**src/rtl/uart_cmd_responder_if.sv**
```systemverilog
// uart_cmd_responder_if: UART byte, matcher and hash signals seen by the command responder.
interface uart_cmd_responder_if #(
    parameter int MATCH_BYTES = 19
);
    logic                     rx_data_ready;
    logic [7:0]               rx_data;
    logic                     tx_busy;
    logic                     tx_start;
    logic [7:0]               tx_data;
    logic [127:0]             target_hash;
    logic                     hash_valid;
    logic                     text_valid;
    logic [7:0]               text_byte;
    logic                     text_last;
    logic                     proc_done;
    logic                     match;
    logic [15:0]              match_pos;
    logic [8*MATCH_BYTES-1:0] match_str;
    logic                     busy;

    modport slave (
        input  rx_data_ready, rx_data, tx_busy, proc_done, match, match_pos, match_str,
        output tx_start, tx_data, target_hash, hash_valid, text_valid, text_byte, text_last, busy
    );

    modport master (
        output rx_data_ready, rx_data, tx_busy, proc_done, match, match_pos, match_str,
        input  tx_start, tx_data, target_hash, hash_valid, text_valid, text_byte, text_last, busy
    );
endinterface

```
**src/rtl/uart_cmd_responder.sv**
```systemverilog
// uart_cmd_responder: decodes host UART opcodes, loads the target hash, streams text and returns acks/match data.
module uart_cmd_responder #(
    parameter int MATCH_BYTES    = 19,
    parameter int TEST_COUNT     = 8,
    parameter int TIMEOUT_CYCLES = 1_000_000
) (
    input  logic                clk,
    input  logic                reset_n,
    uart_cmd_responder_if.slave bus
);
    localparam int TXW = 8 * (MATCH_BYTES + 2);
    localparam int TW  = $clog2(TIMEOUT_CYCLES + 1);

    typedef enum logic [2:0] {IDLE, HASH_RX, LEN_HI, LEN_LO, TEXT_RX, TEXT_WAIT, TX_LOAD, TX_GAP} state_t;

    state_t         state, state_nx;
    logic [119:0]   stage, stage_nx;
    logic [127:0]   target_hash, hash_nx;
    logic [3:0]     hcnt, hcnt_nx;
    logic [15:0]    len, len_nx;
    logic [7:0]     text_byte, text_byte_nx, tx_rem, rem_nx, ack_byte;
    logic [TXW-1:0] tx_buf, buf_nx;
    logic [TW-1:0]  tmo, tmo_nx;
    logic           hash_valid, hash_valid_nx, text_valid, text_valid_nx, text_last, text_last_nx;
    logic           match_flag, flag_nx, tx_test, test_nx, tx_start, ack_en, timed, ev;

    always_comb begin
        state_nx      = state;
        stage_nx      = stage;
        hash_nx       = target_hash;
        hcnt_nx       = hcnt;
        len_nx        = len;
        text_byte_nx  = text_byte;
        rem_nx        = tx_rem;
        buf_nx        = tx_buf;
        flag_nx       = match_flag;
        test_nx       = tx_test;
        hash_valid_nx = 1'b0;
        text_valid_nx = 1'b0;
        text_last_nx  = 1'b0;
        tx_start      = 1'b0;
        ack_en        = 1'b0;
        ack_byte      = 8'h00;
        timed         = state inside {HASH_RX, LEN_HI, LEN_LO, TEXT_RX, TEXT_WAIT};
        ev            = (state == TEXT_WAIT) ? bus.proc_done : bus.rx_data_ready;
        tmo_nx        = (!timed || ev) ? '0 : tmo + 1'b1;
        case (state)
            IDLE: begin
                hcnt_nx = '0;
                if (bus.rx_data_ready) begin
                    state_nx = bus.rx_data == 8'h01 ? HASH_RX :
                               bus.rx_data == 8'h02 ? LEN_HI :
                               (bus.rx_data == 8'h03 || bus.rx_data == 8'h04) ? TX_LOAD : IDLE;
                    if (bus.rx_data == 8'h03 || bus.rx_data == 8'h04) begin
                        test_nx = bus.rx_data == 8'h04;
                        rem_nx  = bus.rx_data == 8'h04 ? 8'(TEST_COUNT) : 8'(MATCH_BYTES + 2);
                        buf_nx  = {bus.match_pos, bus.match_str};
                    end
                end
            end
            HASH_RX: if (bus.rx_data_ready) begin
                stage_nx = {stage[111:0], bus.rx_data};
                hcnt_nx  = hcnt + 1'b1;
                if (hcnt == 4'd15) begin
                    hash_nx       = {stage, bus.rx_data};
                    hash_valid_nx = 1'b1;
                    ack_en        = 1'b1;
                    ack_byte      = 8'h01;
                end
            end
            LEN_HI: if (bus.rx_data_ready) begin
                len_nx   = {bus.rx_data, 8'h00};
                state_nx = LEN_LO;
            end
            LEN_LO: if (bus.rx_data_ready) begin
                len_nx   = {len[15:8], bus.rx_data};
                ack_en   = {len[15:8], bus.rx_data} == 16'd0;
                state_nx = TEXT_RX;
            end
            TEXT_RX: if (bus.rx_data_ready) begin
                text_valid_nx = 1'b1;
                text_byte_nx  = bus.rx_data;
                text_last_nx  = len == 16'd1;
                len_nx        = len - 1'b1;
                state_nx      = len == 16'd1 ? TEXT_WAIT : TEXT_RX;
            end
            TEXT_WAIT: if (bus.proc_done) begin
                flag_nx  = bus.match;
                ack_en   = 1'b1;
                ack_byte = {7'b0, bus.match};
            end
            TX_LOAD: if (!bus.tx_busy) begin
                tx_start = 1'b1;
                buf_nx   = tx_buf << 8;
                rem_nx   = tx_rem - 1'b1;
                state_nx = TX_GAP;
            end
            TX_GAP: if (!bus.tx_busy) state_nx = tx_rem == 8'd0 ? IDLE : TX_LOAD;
        endcase
        // Single-byte acks share the transmit buffer with READ_MATCH responses
        if (ack_en) begin
            buf_nx   = {ack_byte, {(TXW-8){1'b0}}};
            test_nx  = 1'b0;
            rem_nx   = 8'd1;
            state_nx = TX_LOAD;
        end
        if (timed && !ev && tmo == TW'(TIMEOUT_CYCLES - 1)) state_nx = IDLE;
    end

    always_ff @(posedge clk or negedge reset_n) begin
        if (!reset_n) state <= IDLE;
        else          state <= state_nx;
    end

    always_ff @(posedge clk or negedge reset_n) begin
        if (!reset_n) begin
            stage       <= '0;
            target_hash <= '0;
            hcnt        <= '0;
            len         <= '0;
            text_byte   <= '0;
            tx_rem      <= '0;
            tx_buf      <= '0;
            tmo         <= '0;
            hash_valid  <= 1'b0;
            text_valid  <= 1'b0;
            text_last   <= 1'b0;
            match_flag  <= 1'b0;
            tx_test     <= 1'b0;
        end else begin
            stage       <= stage_nx;
            target_hash <= hash_nx;
            hcnt        <= hcnt_nx;
            len         <= len_nx;
            text_byte   <= text_byte_nx;
            tx_rem      <= rem_nx;
            tx_buf      <= buf_nx;
            tmo         <= tmo_nx;
            hash_valid  <= hash_valid_nx;
            text_valid  <= text_valid_nx;
            text_last   <= text_last_nx;
            match_flag  <= flag_nx;
            tx_test     <= test_nx;
        end
    end

    // TEST bytes count down from TEST_COUNT, which is exactly the remaining byte count
    assign bus.tx_data     = tx_test ? tx_rem : tx_buf[TXW-1 -: 8];
    assign bus.tx_start    = tx_start;
    assign bus.target_hash = target_hash;
    assign bus.hash_valid  = hash_valid;
    assign bus.text_valid  = text_valid;
    assign bus.text_byte   = text_byte;
    assign bus.text_last   = text_last;
    assign bus.busy        = state != IDLE;
endmodule

```
**src/flat_wrapper.sv**
```systemverilog
// flat-port wrapper written by rule: the top's interface ports become plain ports
module uart_cmd_responder_flat 
#(
    parameter int MATCH_BYTES    = 19,
    parameter int TEST_COUNT     = 8,
    parameter int TIMEOUT_CYCLES = 1_000_000
)
  (clk, reset_n, bus_rx_data_ready, bus_rx_data, bus_tx_busy, bus_proc_done, bus_match, bus_match_pos, bus_match_str, bus_tx_start, bus_tx_data, bus_target_hash, bus_hash_valid, bus_text_valid, bus_text_byte, bus_text_last, bus_busy);
  uart_cmd_responder_if #(.MATCH_BYTES(MATCH_BYTES)) bus_i ();
  input  logic clk;
  input  logic reset_n;
  input wire logic [$bits(bus_i.rx_data_ready)-1:0] bus_rx_data_ready;
  input wire logic [$bits(bus_i.rx_data)-1:0] bus_rx_data;
  input wire logic [$bits(bus_i.tx_busy)-1:0] bus_tx_busy;
  input wire logic [$bits(bus_i.proc_done)-1:0] bus_proc_done;
  input wire logic [$bits(bus_i.match)-1:0] bus_match;
  input wire logic [$bits(bus_i.match_pos)-1:0] bus_match_pos;
  input wire logic [$bits(bus_i.match_str)-1:0] bus_match_str;
  output wire logic [$bits(bus_i.tx_start)-1:0] bus_tx_start;
  output wire logic [$bits(bus_i.tx_data)-1:0] bus_tx_data;
  output wire logic [$bits(bus_i.target_hash)-1:0] bus_target_hash;
  output wire logic [$bits(bus_i.hash_valid)-1:0] bus_hash_valid;
  output wire logic [$bits(bus_i.text_valid)-1:0] bus_text_valid;
  output wire logic [$bits(bus_i.text_byte)-1:0] bus_text_byte;
  output wire logic [$bits(bus_i.text_last)-1:0] bus_text_last;
  output wire logic [$bits(bus_i.busy)-1:0] bus_busy;
  assign bus_i.rx_data_ready = bus_rx_data_ready;
  assign bus_i.rx_data = bus_rx_data;
  assign bus_i.tx_busy = bus_tx_busy;
  assign bus_i.proc_done = bus_proc_done;
  assign bus_i.match = bus_match;
  assign bus_i.match_pos = bus_match_pos;
  assign bus_i.match_str = bus_match_str;
  assign bus_tx_start = bus_i.tx_start;
  assign bus_tx_data = bus_i.tx_data;
  assign bus_target_hash = bus_i.target_hash;
  assign bus_hash_valid = bus_i.hash_valid;
  assign bus_text_valid = bus_i.text_valid;
  assign bus_text_byte = bus_i.text_byte;
  assign bus_text_last = bus_i.text_last;
  assign bus_busy = bus_i.busy;
  uart_cmd_responder #(.MATCH_BYTES(MATCH_BYTES), .TEST_COUNT(TEST_COUNT), .TIMEOUT_CYCLES(TIMEOUT_CYCLES)) u_core (.clk(clk), .reset_n(reset_n), .bus(bus_i));
endmodule
```
**config.mk**
```make
export PLATFORM = sky130hd
export DESIGN_NAME = uart_cmd_responder_flat
export DESIGN_NICKNAME = d
export VERILOG_FILES = /design/src/rtl/uart_cmd_responder_if.sv /design/src/rtl/uart_cmd_responder.sv /design/src/flat_wrapper.sv
export SDC_FILE = /design/constraint.sdc
export NUM_CORES = 1
export LEC_CHECK = 0
export BUFFER_PORTS_ARGS = -buffer_cell sky130_fd_sc_hd__clkbuf_2
export CORE_MARGIN = 3
export CORE_UTILIZATION = 30
export CTS_CLUSTER_SIZE = 30
export DETAILED_ROUTE_END_ITERATION = 7
export PLACE_DENSITY = 0.44
export SLEW_MARGIN = 15
export SYNTH_ARGS = -nofsm -noshare
export SYNTH_HDL_FRONTEND = slang
export SYNTH_SLANG_ARGS = --single-unit
```
**constraint.sdc**
```tcl
create_clock -name clk -period 5.5 [get_ports clk]
set_input_delay 0.275 -clock clk [delete_from_list [all_inputs] [get_ports clk]]
set_output_delay 0.275 -clock clk [all_outputs]
set_load 0.005 [all_outputs]
```
**Yosys cells after proc, flatten, opt, wreduce, memory -nomap -nowiden**

Cells that the tools add are included.

- Input port bits: 182
- Register bits after elaboration: 479
- Word-level logic and storage cells: 128

- Add/subtract/negate cells: 4
- Bitwise logic cells: 1
- Mux-type cells: 54
- Equality and inequality tests: 27
- Reduce and logical (&&, ||, !) cells: 28

Operators with widths:

| cell | count |
|---|---|
| 168-bit 2-to-1 mux | 4 |
| 168-bit case mux with 2 select lines | 1 |
| 8-bit 2-to-1 mux | 7 |
| 16-bit case mux with 3 select lines | 1 |
| 3-bit 2-to-1 mux | 12 |
| 16-bit 2-to-1 mux | 2 |
| 8-bit case mux with 2 select lines | 2 |
| 20-bit by 1-bit adder with 20-bit output (second input constant) | 1 |
| 20-bit == test (second input constant) | 1 |
| 20-bit 2-to-1 mux | 1 |
| 1-bit 2-to-1 mux | 19 |
| 3-bit case mux with 6 select lines | 1 |
| 16-bit by 1-bit == test with 1-bit output (second input constant) | 1 |
| 8-bit by 2-bit == test with 1-bit output (second input constant) | 2 |
| 16-bit zero test | 1 |
| 16-bit by 1-bit subtractor with 16-bit output (second input constant) | 1 |
| 3-bit == test (second input constant) | 4 |
| 4-bit by 2-bit != test with 1-bit output (second input constant) | 3 |
| 4-bit by 3-bit != test with 1-bit output (second input constant) | 3 |
| 4-bit AND reduction | 3 |
| 2-bit nonzero test | 5 |
| 3-bit nonzero test | 3 |
| 8-bit by 1-bit == test with 1-bit output (second input constant) | 1 |
| 8-bit by 3-bit == test with 1-bit output (second input constant) | 1 |
| other kinds (23) | 34 |

**Logic depth before layout (Yosys ltp)**

- Word-level depth: 9
- Gate-level depth with buffers: 10
- Gate-level depth less buffers: 7

**Worst setup path before layout**

No wires, ideal clock.

- Path type: reg2reg
- Start: register u_core.state[0]
- End: register u_core.tx_rem[5]
- Arrival time: 2.044 ns
- Path buffers: 2
- Stages on the path, launching flop included: 8
- Period minus slack after synthesis: 2.169 ns
- Path slack: 3.331 ns
- Required time: 5.374 ns
- Cells stage by stage: dfrtp_1 > clkbuf_1 > or4b_1 > a2111oi_4 > or2_2 > nor2_4 > buf_2 > a221o_1

- Longest elaborated chain between the ends: 4
- Elaborated cells on any way between the ends: 13
- Those cells by class: eq/ne (7); mux (3); reduce/logical (3)

Ends and longest elaborated chain:

| item | RTL line | RTL |
|---|---|---|
| start: declaration | uart_cmd_responder.sv:16 | `state_t state, state_nx;` |
| start signal: assignment | uart_cmd_responder.sv:112 | `else state <= state_nx;` |
| 3-bit == test (tied with other cells) | uart_cmd_responder.sv:47 | `case (state)` |
| 1-bit case mux with 3 select lines | uart_cmd_responder.sv:47 |  |
| 3-bit by 1-bit != test with 1-bit output (no line) (tied with other cells) | -- |  |
| 4-bit AND reduction (no line) | -- |  |
| end signal: assignment | uart_cmd_responder.sv:136 | `tx_rem <= rem_nx;` |
| end: declaration | uart_cmd_responder.sv:21 | `logic [7:0] text_byte, text_byte_nx, tx_rem, rem_nx, ack_byte;` |

Parallel ways exist; a longest one is shown, timed or not.
A chain may end at the register's enable or synchronous reset.

**Worst setup path after layout**

- Start: register u_core.state[2]
- End: register u_core.tx_rem[5]

The elaborated chain is that of the path after synthesis.

==> out/metrics.cfg <==
[clock_network]
numCtsBuffers = 54
clk_pin_slew_ns = 0.06
cts_tree = yes
cts_resized = 0
cts.sinks = 479
h-tree-depth = 2
post-cts-setup-buffers = 0
clock_latency_ns = 0.61
cts-root-buf = clkbuf_16
ctsHoldBuffers = 164
clockBufferDepth = 3

[worst_setup_path]
path_class = flop to flop
cp-start-kind = flop
path_cells = and4bb_4, nand4_1, inv_4, a211o_1, nor2_4, buf_12, a221o_1
critPathMaxFanout = 171
timing.rr.end = u_core.tx_rem[5]$_DFFE_PN0P_
rrSetupSlack_ns = 1.90
required_ns = 5.98
cp.arrival_ns = 4.08
reg2reg_depth = 7
crit_family = simple AND/OR/NAND/NOR gates
worst_path_max_delay_cell = and4bb_4
path_buf_inv = 2
slowest_delay_ns = 0.95
r2r-start = u_core.state[2]$_DFFE_PN0P_
end_kind = flop

[timing]
finalMaxSlewViolations = 0
hold_viol_final = 0
fin_tns_setup_ns = 0
slew_headroom_pct = 31.8
setup_viol = 0
rsz0062_at_grt = false
fin_skew_ns = 0.0231
fin_crit_sh_pct = 65.4
period_needed_ns = 3.60
worst_pin_slew_ns = 1.01
fmax_ghz = 0.278

[cells_and_area]
syn2layout_area_growth_pct = 29.7
drive_above_1_share_pct = 26.5
final_core_util_pct = 39.6
multi_input_area_sq_um = 7750
register_area_sq_um = 12000
num-fill-cells = 6513
stdcell_area_sq_um = 26300
stdcell_count = 3095
num-nets-final = 2372

[grt]
grt_max_degree = 172
grt_use_total_pct = 16.3
globalRoute.totalOverflow = 0
grt_pass1_wl_microns = 92000
grt_pass1_vias = 15800
antenna_found_initial = 4

[logic_synthesis]
synth_area_leaders = dfrtp_1 59%, mux2i_1 7.9%, mux2_2 7.6%
yosys.area.top_type_share_pct = 59.2
async_flop_share_pct = 100
yosys_warnings = 0
synth_area_sq_um = 20200
seq_area_frac_synth_pct = 59.2
syn_nets = 1919
synth.distinct_cells = 64
synth-seq-cells = 479
avgSynthCellArea_sq_um = 11.7
yosysTopAreaCell = dfrtp_1
synth_edf_count = 0
synth_top_flop_cell = dfrtp_1
synth_cells = 1731

[floorplanning]
die_area_sq_um = 70600
die_w_microns = 266
io_pins = 331
die_height_microns = 266
rows = 94
core-area_sq_um = 66300
start_util_pct = 30.5

[drt]
ant_nets = 0
routedWlPerCell_microns = 18.7
drtPass1Iterations = 5
routed_via_density = 4.80
drt_iter0_markers = 894
drt_wl_total_microns = 57700
vias = 14900
drc = 0

[placement]
dp_cells = 2828
postPlaceCellArea_sq_um = 22700
portBuffers = 330
hpwl_microns = 37100
gp_congestion = 0.805

[power_and_ir_drop]
p_per_area_nw_per_um2 = 451
total_power_uw = 11800
vdd_drop_max_uv = 409
p_leak_uw = 0.0133

[worst_hold_path]
worstHoldPathCells = 3
hold_end = u_core.tx_buf[10]$_DFFE_PN0P_
hold_class = primary input to flop
holdCritStartpoint = bus_match_str[10]

[run]
timing.max_cap.violations = 0

[status]
status = finished, final reports clean

-- placed cells by master, fill, tap and decap left out, types with 7 or more instances in the layout --
master         instances
clkbuf_2             329
a22o_1                 9
nor2_1                45
dlygate4sd3_1        164
clkinv_2              17
mux2_2               136
xnor2_1               11
clkbuf_1               8
clkbuf_16             54
inv_1                 14
o21ai_0               30
dfrtp_1              479
nand3_1               12
nand2_1              406
xor2_1                 8
nor3_1                16
mux2i_1              160
o2bb2ai_1            159
a21oi_1               24
clkbuf_8              12
buf_4                 11
a31oi_1                7
nand4_1                8
-- where the power goes --
part | internal [uW] | leakage (uW) | switching (uW) | total (uW)
Sequential | 4270 | 0.00642 | 535 | 4810
Combinational | 1530 | 0.00596 | 1770 | 3300
Clock | 2210 | 0.000928 | 1520 | 3730
-- final cells by class --
type	count	area share, %
sequential	479	45.7
multi-input combinational	1123	29.5
timing repair buffer	511	13.4
clock buffer	74	5.89
tap	864	4.12
clock inverter	27	1.20
inverter	15	0.224
antenna	2	0.0191
-- per-stage QoR --
step           hold slack [ns]  worst slack (ns)
6_report                0.0278              1.90
3_5_place_dp             0.321              1.86
3_3_place_gp             0.312              1.91
4_1_cts                0.00133              1.85
5_1_grt                 0.0324              1.68
2_1_floorplan          -0.0206              3.33
-- flip-flops by register name (all words and copies together), names as in the netlist --
register,flops
u_core.bus.hash_valid,1
u_core.bus.target_hash,128
u_core.bus.text_byte,8
u_core.bus.text_last,1
u_core.bus.text_valid,1
u_core.hcnt,4
u_core.len,16
u_core.stage,120
u_core.state,3
u_core.tmo,20
u_core.tx_buf,168
u_core.tx_rem,8
u_core.tx_test,1
-- cells in the mapped netlist, types with 3 or more instances --
cell and instances:
dfrtp_1 479, nand2_1 406, mux2i_1 160, o2bb2ai_1 159
mux2_2 136, clkbuf_1 75, nor2_1 45, o21ai_0 30
a21oi_1 24, buf_2 23, nor3_1 16, buf_1 15
inv_1 14, nand3_1 12, xnor2_1 11, a22o_1 9
nand4_1 8, xor2_1 8, a31oi_1 7, and2_1 6
and3_1 6, ha_1 6, nor4_1 6, or3_1 6
a32oi_1 5, nor2b_1 5, a22oi_1 3, and4_1 3
o311ai_0 3
-- worst min-delay path: stages --
cell and delay, ns:
clkbuf_2 0.07, mux2i_1 0.09, o2bb2ai_1 0.15
-- routing by layer --
layer | track usage (%) | part of all wire [%]
met4 | 5.14 | 2.5
met1 | 22.3 | 46
met2 | 26.8 | 48
met3 | 2.41 | 3.5
met5 | 0 | 0.059
-- logic make-up after synthesis --
family                     Yosys count  share of synthesized area, %
adders and majority gates            6                         0.371
and+or+nand+nor                    540                          11.3
AOI/OAI and AO/OA                  262                          10.3
buffers and inverters              129                          2.55
muxes                              296                          15.5
xor gates and xnor gates            19                         0.822
DFF                                479                          59.2
-- how the worst max path moves through the flow --
stage	startpoint	endpoint	cells past startpoint
after global placement	u_core.state[2]$_DFFE_PN0P_	u_core.tx_rem[5]$_DFFE_PN0P_	7
after floorplan	u_core.state[0]$_DFFE_PN0P_	u_core.tx_rem[5]$_DFFE_PN0P_	7
after CTS	u_core.state[2]$_DFFE_PN0P_	u_core.tx_rem[5]$_DFFE_PN0P_	7
after detailed placement	u_core.state[2]$_DFFE_PN0P_	u_core.tx_rem[5]$_DFFE_PN0P_	7
final	u_core.state[2]$_DFFE_PN0P_	u_core.tx_rem[5]$_DFFE_PN0P_	7
after global routing	u_core.state[2]$_DFFE_PN0P_	u_core.tx_rem[5]$_DFFE_PN0P_	7
Note: power is estimated with default switching activity, not from simulation.
